`src/rtl/mem_check_comparator_if.sv`:
```
// Beat request / check result bundle between the read-data path and the comparator.
interface mem_check_comparator_if #(
    parameter int p_WIDTH  = 8,
    parameter int p_LANES  = 4,
    parameter int p_ADDR_W = 16,
    parameter int p_CNT_W  = 16
);
    logic                       i_CLR;
    logic                       i_VALID;
    logic [p_ADDR_W-1:0]        i_ADDR;
    logic [p_LANES*p_WIDTH-1:0] i_DIN0;
    logic [p_LANES*p_WIDTH-1:0] i_DIN1;
    logic [p_LANES-1:0]         i_MASK;
    logic                       i_SIGNED;
    logic                       o_VALID;
    logic [p_LANES-1:0]         o_ZERO;
    logic [p_LANES-1:0]         o_EQUAL;
    logic [p_LANES-1:0]         o_LESS;
    logic                       o_ALL_EQ;
    logic                       o_FAIL;
    logic [p_ADDR_W-1:0]        o_FAIL_ADDR;
    logic [p_LANES-1:0]         o_FAIL_LANES;
    logic [p_CNT_W-1:0]         o_ERR_CNT;

    modport master (
        output i_CLR, i_VALID, i_ADDR, i_DIN0, i_DIN1, i_MASK, i_SIGNED,
        input  o_VALID, o_ZERO, o_EQUAL, o_LESS, o_ALL_EQ,
               o_FAIL, o_FAIL_ADDR, o_FAIL_LANES, o_ERR_CNT
    );
    modport slave (
        input  i_CLR, i_VALID, i_ADDR, i_DIN0, i_DIN1, i_MASK, i_SIGNED,
        output o_VALID, o_ZERO, o_EQUAL, o_LESS, o_ALL_EQ,
               o_FAIL, o_FAIL_ADDR, o_FAIL_LANES, o_ERR_CNT
    );
endinterface

```
`src/rtl/mem_check_comparator.sv`:
```
// Two-stage multi-lane read-data checker: per-lane zero/equal/less flags plus
// sticky fail status, saturating mismatch-beat counter and first-failure capture.
module mem_check_lane #(
    parameter int p_WIDTH = 8
) (
    input  logic [p_WIDTH-1:0] din0_i,
    input  logic [p_WIDTH-1:0] din1_i,
    input  logic               mask_i,
    input  logic               signed_i,
    output logic               zero_o,
    output logic               equal_o,
    output logic               less_o
);
    logic lt_u, lt_s;

    assign lt_u = din0_i < din1_i;
    assign lt_s = $signed(din0_i) < $signed(din1_i);

    // Ignored lanes look like a clean match so they never raise a failure.
    assign zero_o  = mask_i & (din0_i == '0);
    assign equal_o = ~mask_i | (din0_i == din1_i);
    assign less_o  = mask_i & (signed_i ? lt_s : lt_u);
endmodule

module mem_check_comparator #(
    parameter int p_WIDTH  = 8,
    parameter int p_LANES  = 4,
    parameter int p_ADDR_W = 16,
    parameter int p_CNT_W  = 16
) (
    input logic                 i_CLK,
    input logic                 i_RST_N,
    mem_check_comparator_if.slave bus
);
    localparam int STAGES = 2;

    logic [p_LANES-1:0]  zero_c, eq_c, less_c;
    logic [STAGES:1]     vld_pipe_q;
    logic [p_LANES-1:0]  zero_s1_q, eq_s1_q, less_s1_q;
    logic [p_ADDR_W-1:0] addr_s1_q;

    logic [p_LANES-1:0]  zero_q, eq_q, less_q;
    logic                all_eq_q;
    logic                fail_q, fail_d;
    logic [p_ADDR_W-1:0] fail_addr_q, fail_addr_d;
    logic [p_LANES-1:0]  fail_lanes_q, fail_lanes_d;
    logic [p_CNT_W-1:0]  err_cnt_q, err_cnt_d;
    logic                mism;

    generate
        for (genvar k = 0; k < p_LANES; k++) begin : g_lane
            mem_check_lane #(.p_WIDTH(p_WIDTH)) u_lane (
                .din0_i  (bus.i_DIN0[k*p_WIDTH +: p_WIDTH]),
                .din1_i  (bus.i_DIN1[k*p_WIDTH +: p_WIDTH]),
                .mask_i  (bus.i_MASK[k]),
                .signed_i(bus.i_SIGNED),
                .zero_o  (zero_c[k]),
                .equal_o (eq_c[k]),
                .less_o  (less_c[k])
            );
        end
    endgenerate

    always_ff @(posedge i_CLK or negedge i_RST_N) begin
        if (!i_RST_N) begin
            vld_pipe_q <= '0;
            zero_s1_q  <= '0;
            eq_s1_q    <= '0;
            less_s1_q  <= '0;
            addr_s1_q  <= '0;
        end else begin
            vld_pipe_q <= {vld_pipe_q[STAGES-1:1], bus.i_VALID};
            if (bus.i_VALID) begin
                zero_s1_q <= zero_c;
                eq_s1_q   <= eq_c;
                less_s1_q <= less_c;
                addr_s1_q <= bus.i_ADDR;
            end
        end
    end

    // Clear takes priority, so a mismatch arriving on the clear edge is dropped.
    always_comb begin
        fail_d       = fail_q;
        fail_addr_d  = fail_addr_q;
        fail_lanes_d = fail_lanes_q;
        err_cnt_d    = err_cnt_q;
        mism         = vld_pipe_q[1] & ~(&eq_s1_q);
        if (bus.i_CLR) begin
            fail_d       = 1'b0;
            fail_addr_d  = '0;
            fail_lanes_d = '0;
            err_cnt_d    = '0;
        end else if (mism) begin
            if (err_cnt_q != '1)
                err_cnt_d = err_cnt_q + p_CNT_W'(1);
            if (!fail_q) begin
                fail_d       = 1'b1;
                fail_addr_d  = addr_s1_q;
                fail_lanes_d = ~eq_s1_q;
            end
        end
    end

    always_ff @(posedge i_CLK or negedge i_RST_N) begin
        if (!i_RST_N) begin
            zero_q       <= '0;
            eq_q         <= '0;
            less_q       <= '0;
            all_eq_q     <= 1'b0;
            fail_q       <= 1'b0;
            fail_addr_q  <= '0;
            fail_lanes_q <= '0;
            err_cnt_q    <= '0;
        end else begin
            if (vld_pipe_q[1]) begin
                zero_q   <= zero_s1_q;
                eq_q     <= eq_s1_q;
                less_q   <= less_s1_q;
                all_eq_q <= &eq_s1_q;
            end
            fail_q       <= fail_d;
            fail_addr_q  <= fail_addr_d;
            fail_lanes_q <= fail_lanes_d;
            err_cnt_q    <= err_cnt_d;
        end
    end

    assign bus.o_VALID      = vld_pipe_q[STAGES];
    assign bus.o_ZERO       = zero_q;
    assign bus.o_EQUAL      = eq_q;
    assign bus.o_LESS       = less_q;
    assign bus.o_ALL_EQ     = all_eq_q;
    assign bus.o_FAIL       = fail_q;
    assign bus.o_FAIL_ADDR  = fail_addr_q;
    assign bus.o_FAIL_LANES = fail_lanes_q;
    assign bus.o_ERR_CNT    = err_cnt_q;
endmodule

```
`src/flat_wrapper.sv`:
```
// flat-port wrapper written by rule: the top's interface ports become plain ports
module mem_check_comparator_flat 
#(
    parameter int p_WIDTH  = 8,
    parameter int p_LANES  = 4,
    parameter int p_ADDR_W = 16,
    parameter int p_CNT_W  = 16
)
  (i_CLK, i_RST_N, bus_i_CLR, bus_i_VALID, bus_i_ADDR, bus_i_DIN0, bus_i_DIN1, bus_i_MASK, bus_i_SIGNED, bus_o_VALID, bus_o_ZERO, bus_o_EQUAL, bus_o_LESS, bus_o_ALL_EQ, bus_o_FAIL, bus_o_FAIL_ADDR, bus_o_FAIL_LANES, bus_o_ERR_CNT);
  mem_check_comparator_if #(.p_WIDTH(p_WIDTH), .p_LANES(p_LANES), .p_ADDR_W(p_ADDR_W), .p_CNT_W(p_CNT_W)) bus_i ();
  input logic i_CLK;
  input logic i_RST_N;
  input wire logic [$bits(bus_i.i_CLR)-1:0] bus_i_CLR;
  input wire logic [$bits(bus_i.i_VALID)-1:0] bus_i_VALID;
  input wire logic [$bits(bus_i.i_ADDR)-1:0] bus_i_ADDR;
  input wire logic [$bits(bus_i.i_DIN0)-1:0] bus_i_DIN0;
  input wire logic [$bits(bus_i.i_DIN1)-1:0] bus_i_DIN1;
  input wire logic [$bits(bus_i.i_MASK)-1:0] bus_i_MASK;
  input wire logic [$bits(bus_i.i_SIGNED)-1:0] bus_i_SIGNED;
  output wire logic [$bits(bus_i.o_VALID)-1:0] bus_o_VALID;
  output wire logic [$bits(bus_i.o_ZERO)-1:0] bus_o_ZERO;
  output wire logic [$bits(bus_i.o_EQUAL)-1:0] bus_o_EQUAL;
  output wire logic [$bits(bus_i.o_LESS)-1:0] bus_o_LESS;
  output wire logic [$bits(bus_i.o_ALL_EQ)-1:0] bus_o_ALL_EQ;
  output wire logic [$bits(bus_i.o_FAIL)-1:0] bus_o_FAIL;
  output wire logic [$bits(bus_i.o_FAIL_ADDR)-1:0] bus_o_FAIL_ADDR;
  output wire logic [$bits(bus_i.o_FAIL_LANES)-1:0] bus_o_FAIL_LANES;
  output wire logic [$bits(bus_i.o_ERR_CNT)-1:0] bus_o_ERR_CNT;
  assign bus_i.i_CLR = bus_i_CLR;
  assign bus_i.i_VALID = bus_i_VALID;
  assign bus_i.i_ADDR = bus_i_ADDR;
  assign bus_i.i_DIN0 = bus_i_DIN0;
  assign bus_i.i_DIN1 = bus_i_DIN1;
  assign bus_i.i_MASK = bus_i_MASK;
  assign bus_i.i_SIGNED = bus_i_SIGNED;
  assign bus_o_VALID = bus_i.o_VALID;
  assign bus_o_ZERO = bus_i.o_ZERO;
  assign bus_o_EQUAL = bus_i.o_EQUAL;
  assign bus_o_LESS = bus_i.o_LESS;
  assign bus_o_ALL_EQ = bus_i.o_ALL_EQ;
  assign bus_o_FAIL = bus_i.o_FAIL;
  assign bus_o_FAIL_ADDR = bus_i.o_FAIL_ADDR;
  assign bus_o_FAIL_LANES = bus_i.o_FAIL_LANES;
  assign bus_o_ERR_CNT = bus_i.o_ERR_CNT;
  mem_check_comparator #(.p_WIDTH(p_WIDTH), .p_LANES(p_LANES), .p_ADDR_W(p_ADDR_W), .p_CNT_W(p_CNT_W)) u_core (.i_CLK(i_CLK), .i_RST_N(i_RST_N), .bus(bus_i));
endmodule
```
`config.mk`:
```
export PLATFORM = sky130hd
export DESIGN_NAME = mem_check_comparator_flat
export DESIGN_NICKNAME = d
export VERILOG_FILES = /design/src/rtl/mem_check_comparator_if.sv /design/src/rtl/mem_check_comparator.sv /design/src/flat_wrapper.sv
export SDC_FILE = /design/constraint.sdc
export NUM_CORES = 1
export LEC_CHECK = 0
export ABC_AREA = 1
export BUFFER_PORTS_ARGS = -buffer_cell sky130_fd_sc_hd__buf_4
export CELL_PAD_IN_SITES_DETAIL_PLACEMENT = 1
export CELL_PAD_IN_SITES_GLOBAL_PLACEMENT = 2
export CORE_ASPECT_RATIO = 1.25
export CORE_MARGIN = 4
export CORE_UTILIZATION = 31
export DETAILED_ROUTE_END_ITERATION = 10
export GPL_ROUTABILITY_DRIVEN = 0
export PLACE_DENSITY = 0.95
export SLEW_MARGIN = 25
export SYNTH_ARGS = -nofsm -noshare
export SYNTH_HDL_FRONTEND = slang
export SYNTH_SLANG_ARGS = --single-unit
```
`constraint.sdc`:
```
create_clock -name i_CLK -period 4.35 [get_ports i_CLK]
set_input_delay 0.6525 -clock i_CLK [delete_from_list [all_inputs] [get_ports i_CLK]]
set_output_delay 0.6525 -clock i_CLK [all_outputs]
set_load 0.02 [all_outputs]
```
Word level (Yosys, flattened, before mapping)
Index checks and enable logic that the tools add are counted.

word-level totals
  register bits = 80
  output and inout port bits = 51
  logic and storage cells = 71

operators by class
  $add $sub $neg = 1
  $lt $le $gt $ge = 8
  equality and inequality tests = 6
  mux-type cells = 15
  bitwise gates (word level) = 19
  reduce and logical (&&, ||, !) cells = 9

operators with widths
  cell                                           count
  2-to-1 mux 16 bit                              6
  < comparator 8 bit                             8
  == test 8 bit                                  4
  zero test 8 bit                                4
  adder 16 x 1 -> 16 bit, second input constant  1
  != test 16 bit, second input constant          1
  2-to-1 mux 4 bit                               3
  AND 1 bit                                      9
  2-to-1 mux 1 bit                               6
  inverter 1 bit                                 5
  inverter 4 bit                                 1
  OR 1 bit                                       4
  AND reduction 2 bit                            2
  AND reduction 4 bit                            1
  nonzero test 2 bit                             2
  != test 2 bit, second input constant           1

Depth between registers and ports, before layout
Gate-level depths: netlist (run 1).

  depth after elaboration = 5
  gate-level depth with buffers = 13
  mapped depth without buffers = 13

Modules after synthesis
From an unflattened synthesis (run 1), not the netlist that was laid out.

second synthesis, totals
  cells, all modules = 583
  area total of the unflattened synthesis = 4,511.8 µm²

modules (own cells, without submodules)
  module                times used  cells an instance  area each (µm²)
  mem_check_comparator  1           399                3,435.8
  mem_check_lane        4           46                 269.0

Worst setup path before layout (run 1)
Ideal clock, no wire load.

  path type = reg2reg
  start point = register u_core.err_cnt_q[0], in the netlist u_core.bus.o_ERR_CNT[0]
  end point = register u_core.err_cnt_q[13], in the netlist u_core.bus.o_ERR_CNT[13]
  arrival = 1.529 ns
  setup slack = 2.695 ns
  stages on the path, launching flop included = 11
  path buffers = 2
  period minus slack after synthesis = 1.655 ns
  cells stage by stage = dfrtp_1 > ha_1 > nand3_1 > inv_2 > nand2_2 > nor2_2 > nand3_1 > nand2_1 > buf_6 > buf_8 > o21ai_0

on the way
  word-level cells in the longest chain between the ends = 4

RTL lines
  element                 RTL line                     source
  from (decl)             mem_check_comparator.sv:47   logic [p_CNT_W-1:0] err_cnt_q, err_cnt_d;
  from (signal assigned)  mem_check_comparator.sv:125  err_cnt_q <= err_cnt_d;
  adder 16 x 1 -> 16 bit  mem_check_comparator.sv:96   err_cnt_d = err_cnt_q + p_CNT_W'(1);
  2-to-1 mux 16 bit       mem_check_comparator.sv:95   if (err_cnt_q != '1)
  2-to-1 mux 16 bit       mem_check_comparator.sv:94   end else if (mism) begin
  2-to-1 mux 16 bit       mem_check_comparator.sv:89   if (bus.i_CLR) begin

Several ways; a longest one is shown, not always the timed one. The select of a mux whose other input is x is not followed.
A chain may end at the register's enable or synchronous reset.

Worst setup path after layout (run 1)
  start point = register u_core.eq_s1_q[3]
  end point = register u_core.err_cnt_q[3], in the netlist u_core.bus.o_ERR_CNT[3]

on the way
  word-level cells in the longest chain between the ends = 5

RTL lines
  element                        RTL line                    source
  from (decl)                    mem_check_comparator.sv:39  logic [p_LANES-1:0] zero_s1_q, eq_s1_q, less_s1_q;
  from (signal assigned)         mem_check_comparator.sv:75  eq_s1_q <= eq_c;
  AND reduction 4 bit            mem_check_comparator.sv:88  mism = vld_pipe_q[1] & ~(&eq_s1_q);
  inverter 1 bit                 mem_check_comparator.sv:88
  AND 1 bit                      mem_check_comparator.sv:88
  nonzero test 2 bit (no line)   n/a
  AND reduction 2 bit (no line)  n/a

No other way between the ends.

==> results.json, run 1 <==
{
  "outcome": "complete, no violations",
  "grt_pass1_wl_um": 22400,
  "critPathMaxStageDelay_ns": 0.65,
  "grt_pass1_vias": 4685,
  "synth_flop_cell": "dfrtp_1",
  "synth_fa_ha_area_frac": 0.09429,
  "fmax_ghz": 0.4354,
  "dp_hpwl_um": 10420,
  "yosys_warnings": 0,
  "numCtsBuffers": 9,
  "power.density_nw_per_um2": 337.5,
  "layout.nets": 818,
  "overflow": 0,
  "post-route-min-period_ns": 2.297,
  "hold_path.class": "in -> async",
  "crit_path_start_kind": "register",
  "utilization": 0.4269,
  "r2r_cells": 7,
  "top_layer": "met4",
  "hold_ws_ns": 0.3561,
  "critPathKind": "reg -> reg",
  "p_int_mw": 1.465,
  "worstSetupEndpointType": "register",
  "synthSimpleGateAreaFrac": 0.2237,
  "synthTopCellsByArea": "dfrtp_1 (46%), nand2_1 (13%), ha_1 (9.4%), inv_1 (9.1%), o21ai_0 (4.6%)",
  "switching_share": 0.2636,
  "htree_levels": 3,
  "seq_power_share": 0.415,
  "tightest_slew_ns": 0.8913,
  "grt.total_usage": 0.1710,
  "ys_seq_elements": 80,
  "dieArea_um2": 16100,
  "async_reset_ff_frac": 1.000,
  "crit_required_ns": 4.57,
  "synthXorXnorAreaFrac": 0.01200,
  "rsz0062_at_grt": "false",
  "num_antenna_cells": 0,
  "min_period_over_period": 0.5280,
  "via_per_inst": 4.682,
  "syn_area_um2": 4379,
  "cp_cell_sequence": "nand3_1 > o21ai_0 > nand2_1 > nand2_1 > inv_1 > nand2_1 > nand2_1",
  "drt-met1-wl_um": 5213,
  "synth_top_family_by_area": "simple AND/OR/NAND/NOR gates",
  "cpMostUsedCell": "nand2_1",
  "fin_skew_ns": 0.006988,
  "yosysMostFrequentCell": "nand2_1",
  "synthMuxAreaShare": 0,
  "irDropWorstVdd_v": 0.0002120,
  "drt_wl_total_um": 13190,
  "switching_power_mw": 0.5246,
  "cts_tree": "done",
  "antenna_found_initial": 0,
  "cts_hold_buf": 0,
  "cts_root_buf": "clkbuf_16",
  "cts.clk_slew.worst_paths_ns": 0.06,
  "yosys.area.top_type": "dfrtp_1",
  "drt_iter0_markers": 212,
  "syn_to_final_growth_pct": 34.66,
  "cts.path.max_buffers": 2,
  "cap_violations": 0,
  "wl_per_cell_um": 15.05,
  "place_area_um2": 5569,
  "relSlewSlack": 0.4058,
  "insertion_delay_ns": 0.33,
  "die_x_um": 114.3,
  "synth_common_cells": "nand2_1 (152), inv_1 (106), dfrtp_1 (80)",
  "antenna_left": 0,
  "dr_wl_met3_um": 860,
  "ys_types": 25,
  "path_max_fanout": 29,
  "io_pins": 140,
  "wl_met2_um": 6950,
  "synth_nets": 682,
  "drc": 0,
  "n_fill_cell": 1746,
  "cts.repair.resized": 0,
  "synth_edf_count": 0,
  "cts_num_sinks": 80,
  "timing.rr.end": "u_core.bus.o_ERR_CNT[3]",
  "timing_hold_violations_final": 0,
  "r2r-start": "u_core.eq_s1_q[3]",
  "finalSetupViolCount": 0,
  "start_util": 0.3170,
  "p_leak_nw": 3.194,
  "yosys.area.top_type_share": 0.4571,
  "ys_seq_area_frac": 0.4571,
  "avgSynthCellArea_um2": 7.820,
  "r2r_slack_ns": 2.05,
  "synth_compound_area_frac": 0.1029,
  "slew_viol_final": 0,
  "post-cts-setup-buffers": 0,
  "arrival_ns": 2.52,
  "clockPowerShare": 0.411,
  "grt_max_degree": 81,
  "rows": 48,
  "crit_path_top_delay_cell": "nand2_1",
  "tns_ns": 0,
  "coreArea_um2": 13810,
  "io_buffers": 139,
  "drive_gt1_frac": 0.2282,
  "dr.pass1.iters": 4,
  "combPwrFrac": 0.174,
  "num_vias": 4101,
  "syn_inst": 560,
  "chipHeight_um": 140.9,
  "fin_area_um2": 5897
}
power groups by stage:
stage          logic (mW)  clock network, mW  registers (mW)
6_report            0.347              0.818           0.825
5_1_grt             0.396              0.873           0.831
4_1_cts             0.356              0.839           0.826
3_5_place_dp        0.355                  0           0.839
3_3_place_gp        0.340                  0           0.836
2_1_floorplan       0.147                  0           0.864
layer usage:
metal  GRT usage  up-vias
li1            -     2038
met4     0.04565        0
met3     0.04508       15
met5           0        -
met2      0.3165      102
met1      0.1916     1946
area by class of cell:
class | count | area, µm² | area share
Clock inverter | 4 | 77.57 | 0.01316
Sequential cell | 80 | 2002 | 0.3395
Clock buffer | 12 | 246.5 | 0.04180
Multi-Input combinational cell | 358 | 1899 | 0.3221
Inverter | 108 | 405.4 | 0.06875
Tap cell | 175 | 219.0 | 0.03713
Timing Repair Buffer | 139 | 1047 | 0.1776
worst max-delay path by stage:
stage                            start                          to
2_1_floorplan  u_core.bus.o_ERR_CNT[0]    u_core.bus.o_ERR_CNT[13]
3_3_place_gp                 bus_i_CLR  u_core.bus.o_FAIL_ADDR[14]
3_5_place_dp                 bus_i_CLR  u_core.bus.o_FAIL_LANES[2]
4_1_cts              u_core.eq_s1_q[3]     u_core.bus.o_ERR_CNT[3]
5_1_grt        u_core.bus.o_ERR_CNT[0]     u_core.bus.o_ERR_CNT[3]
6_report             u_core.eq_s1_q[3]     u_core.bus.o_ERR_CNT[3]
stage by stage:
step                setup WS (ns)  total power [mW]  instances
floorplan                   2.695             1.011        560
global placement            1.989             1.176        860
detailed placement          1.841             1.194        860
CTS                         2.026             2.021        876
global route                1.736             2.100        876
finish                      2.053             1.990        876
logic make-up (layout without fill, tap and decap cells):
logic type      Yosys count  after routing
simple gates            239            239
xor+xnor                  6              6
buf+inv                 122            263
compound gates           80             80
flops                    80             80
fa+ha+maj                33             33
state kept, by name, summed over array words and instances (netlist names):
name,cells
u_core.eq_s1_q,4
u_core.bus.o_ZERO,4
u_core.bus.o_LESS,4
u_core.vld_pipe_q,2
u_core.bus.o_EQUAL,4
u_core.addr_s1_q,16
u_core.zero_s1_q,4
u_core.bus.o_FAIL,1
u_core.less_s1_q,4
u_core.bus.o_FAIL_LANES,4
u_core.bus.o_FAIL_ADDR,16
u_core.bus.o_ALL_EQ,1
u_core.bus.o_ERR_CNT,16
cells in the final DEF (no fill, tap or decap):
cell       count
o21ai_2        1
nand3_1       25
buf_6          1
a22oi_1        3
nor2_1        39
buf_4        138
o21bai_1       2
a21oi_1       10
clkinv_1       1
clkbuf_8       1
o22ai_1       20
nor2_2         2
o21ai_0       39
inv_2          1
inv_1        106
nor3_1         5
ha_1          33
clkinv_4       2
bufinv_16      2
nand2_2        1
xor2_1         6
nand4_1        9
nor4_1         4
nand2_1      152
clkbuf_1       2
clkbuf_16      9
dfrtp_1       80
a21o_1         5
or2_2          2
worst max-delay path, delay by kind of cell, from the launching register on:
kind                   cells  cell delay [ns]
buffers and inverters      1             0.21
AO/OA/AOI/OAI              1             0.55
flip-flops                 1             0.41
AND/OR/NAND/NOR            5             1.00
Note: power is estimated with default switching activity, not from simulation.
==> run 2, diff against run 1 <==
--- a/config.mk
+++ b/config.mk
@@ -11,10 +11,10 @@
 export CELL_PAD_IN_SITES_GLOBAL_PLACEMENT = 2
 export CORE_ASPECT_RATIO = 1.25
 export CORE_MARGIN = 4
-export CORE_UTILIZATION = 31
+export CORE_UTILIZATION = 26
 export DETAILED_ROUTE_END_ITERATION = 10
 export GPL_ROUTABILITY_DRIVEN = 0
-export PLACE_DENSITY = 0.95
+export PLACE_DENSITY = 0.86
 export SLEW_MARGIN = 25
 export SYNTH_ARGS = -nofsm -noshare
 export SYNTH_HDL_FRONTEND = slang
==> constraint.sdc (replaced) <==
create_clock -name i_CLK -period 1.9 [get_ports i_CLK]
set_input_delay 0.285 -clock i_CLK [delete_from_list [all_inputs] [get_ports i_CLK]]
set_output_delay 0.285 -clock i_CLK [all_outputs]
set_load 0.02 [all_outputs]
==> run 2 against run 1 <==
Net effect:
- worst hold slack worse by 0.20 ns
- critical path depth is 4 higher
- clock-buffer cell count is 3 lower
- clock skew hardly changed
- combinational power is 140% higher
- utilization is 5.6 points lower
- routed wire length is 1.1% lower
- sequential cell count stayed put
- die area is 18% higher
- worst setup slack worse by 1.9 ns
- sequential power is 130% higher
- largest power group unchanged
- non-clock buffer count is 14 higher
==> results.json, run 2 (synthesized netlist as in run 1, its figures left out) <==
{
  "outcome": "complete, no violations",
  "worstSetupEndpointType": "register",
  "wl_per_cell_um": 14.00,
  "fin_skew_ns": 0.006544,
  "post-cts-setup-buffers": 0,
  "power.density_nw_per_um2": 747.4,
  "cts.clk_slew.worst_paths_ns": 0.06,
  "grt_pass1_wl_um": 22330,
  "via_per_inst": 4.484,
  "utilization": 0.3712,
  "final_cell_mix": "nand2_1 (152), buf_4 (149), inv_1 (106)",
  "post-route-min-period_ns": 1.737,
  "crit_path_top_delay_cell": "dfrtp_1",
  "cts_root_buf": "clkbuf_16",
  "instances_no_fill": 931,
  "coreArea_um2": 16400,
  "cts.path.max_buffers": 2,
  "fmax_ghz": 0.5759,
  "relSlewSlack": 0.6900,
  "p_leak_nw": 3.262,
  "tightest_slew_ns": 0.4621,
  "syn_to_final_growth_pct": 38.97,
  "grt_max_degree": 52,
  "irDropWorstVdd_v": 0.0003612,
  "drive_gt1_frac": 0.2476,
  "layout.nets": 832,
  "timing_hold_violations_final": 0,
  "antenna_found_initial": 0,
  "critPathKind": "reg -> reg",
  "drt_iter0_markers": 168,
  "n_fill_cell": 2013,
  "cap_violations": 0,
  "path_buf_inv": 3,
  "placed_cells_incl_taps": 914,
  "cpMostUsedCell": "nand2_1",
  "crit_required_ns": 2.12,
  "num_antenna_cells": 0,
  "critPathMaxStageDelay_ns": 0.43,
  "final_common_cell": "nand2_1",
  "chipHeight_um": 153.1,
  "slew_viol_final": 0,
  "insertion_delay_ns": 0.33,
  "power_mw": 4.548,
  "min_period_over_period": 0.9140,
  "cp_cell_sequence": "ha_2 > nand3_2 > inv_2 > nand2_2 > nor2_2 > nand3_1 > nand2_1 > buf_6 > inv_1 > nand2_1 > nand2_1",
  "grt_pass1_vias": 4693,
  "numCtsBuffers": 9,
  "path_delay_family": "simple AND/OR/NAND/NOR gates",
  "hold_path.class": "in -> reg",
  "io_buffers": 139,
  "crit_path_start_kind": "register",
  "drt_wl_total_um": 13040,
  "grt.total_usage": 0.1449,
  "htree_levels": 3,
  "start_util": 0.2671,
  "die_x_um": 124.1,
  "dieArea_um2": 19000,
  "dp_hpwl_um": 10500,
  "antenna_left": 0,
  "num_vias": 4175,
  "cts_num_sinks": 80,
  "path_max_fanout": 17,
  "drc": 0,
  "cts_tree": "done",
  "arrival_ns": 1.96,
  "overflow": 0,
  "finalSetupViolCount": 0,
  "rows": 52,
  "dr.pass1.iters": 5,
  "io_pins": 140
}
==> run 2: worst paths after layout <==
path | slack, ns | from | cells after the start | end
worst max-delay path | 0.16 | u_core.bus.o_ERR_CNT[0] | 11 | u_core.bus.o_ERR_CNT[8]
worst min-delay path | 0.16 | bus_i_ADDR[11] | 3 | u_core.addr_s1_q[11]
worst max register to register | 0.16 | u_core.bus.o_ERR_CNT[0] | 11 | u_core.bus.o_ERR_CNT[8]
worst min register to register | 0.48 | u_core.eq_s1_q[2] | 1 | u_core.bus.o_FAIL_LANES[2]
max in group asynchronous | 0.85 | i_RST_N | 3 | u_core.bus.o_ERR_CNT[4]
min in group asynchronous | 0.43 | i_RST_N | 2 | u_core.bus.o_FAIL_ADDR[11]
==> run 2: what timing repair did <==
action / CTS / global route
hold buffers: 1 / 0
resized for setup: 0 / 3
endpoints found under the hold margin: 29 / 0
endpoints found under the setup margin: 0 / 10
==> run 2: layout make-up <==
| class | instances | area, µm² | area share |
|---|---|---|---|
| flip-flops and latches | 80 | 2002 | 0.3289 |
| multi-input cells | 358 | 1907 | 0.3133 |
| repair buffers | 153 | 1180 | 0.1939 |
| inverters | 108 | 405.4 | 0.06661 |
| well taps | 216 | 270.3 | 0.04441 |
| clock buffers | 9 | 225.2 | 0.03701 |
| clock inverters | 7 | 96.34 | 0.01583 |
==> run 2: routing by layer <==
layer,part of all wire,vias to the layer above,track usage
met5,0,-,0
met4,0.012,0,0.04228
met3,0.059,10,0.02994
met2,0.52,103,0.2572
met1,0.41,1997,0.1739
li1,-,2065,-
==> run 2: power by group <==
| part | internal [mW] | switching, mW | total, mW | leakage (nW) |
|---|---|---|---|---|
| clock | 1.15 | 0.690 | 1.84 | 0.148 |
| sequential | 1.82 | 0.0692 | 1.89 | 1.04 |
| combinational | 0.368 | 0.455 | 0.823 | 2.07 |
==> run 2: per-stage QoR <==
stage                       TNS, ns  area (µm²)  hold slack (ns)  setup WS, ns
final                             0        6086           0.1606        0.1635
after global routing      -0.003499        6086           0.1652     -0.003499
after CTS                         0        6075           0.1477       0.02379
after detailed placement          0        5743           0.2416       0.04718
after global placement            0        5743           0.2350        0.1965
after floorplan                   0        4379         -0.01059        0.2449
==> run 2: tightest hold or removal path: stages <==
cell and delay (ns):
buf_4 0.08, nand2_1 0.04, o21ai_0 0.05
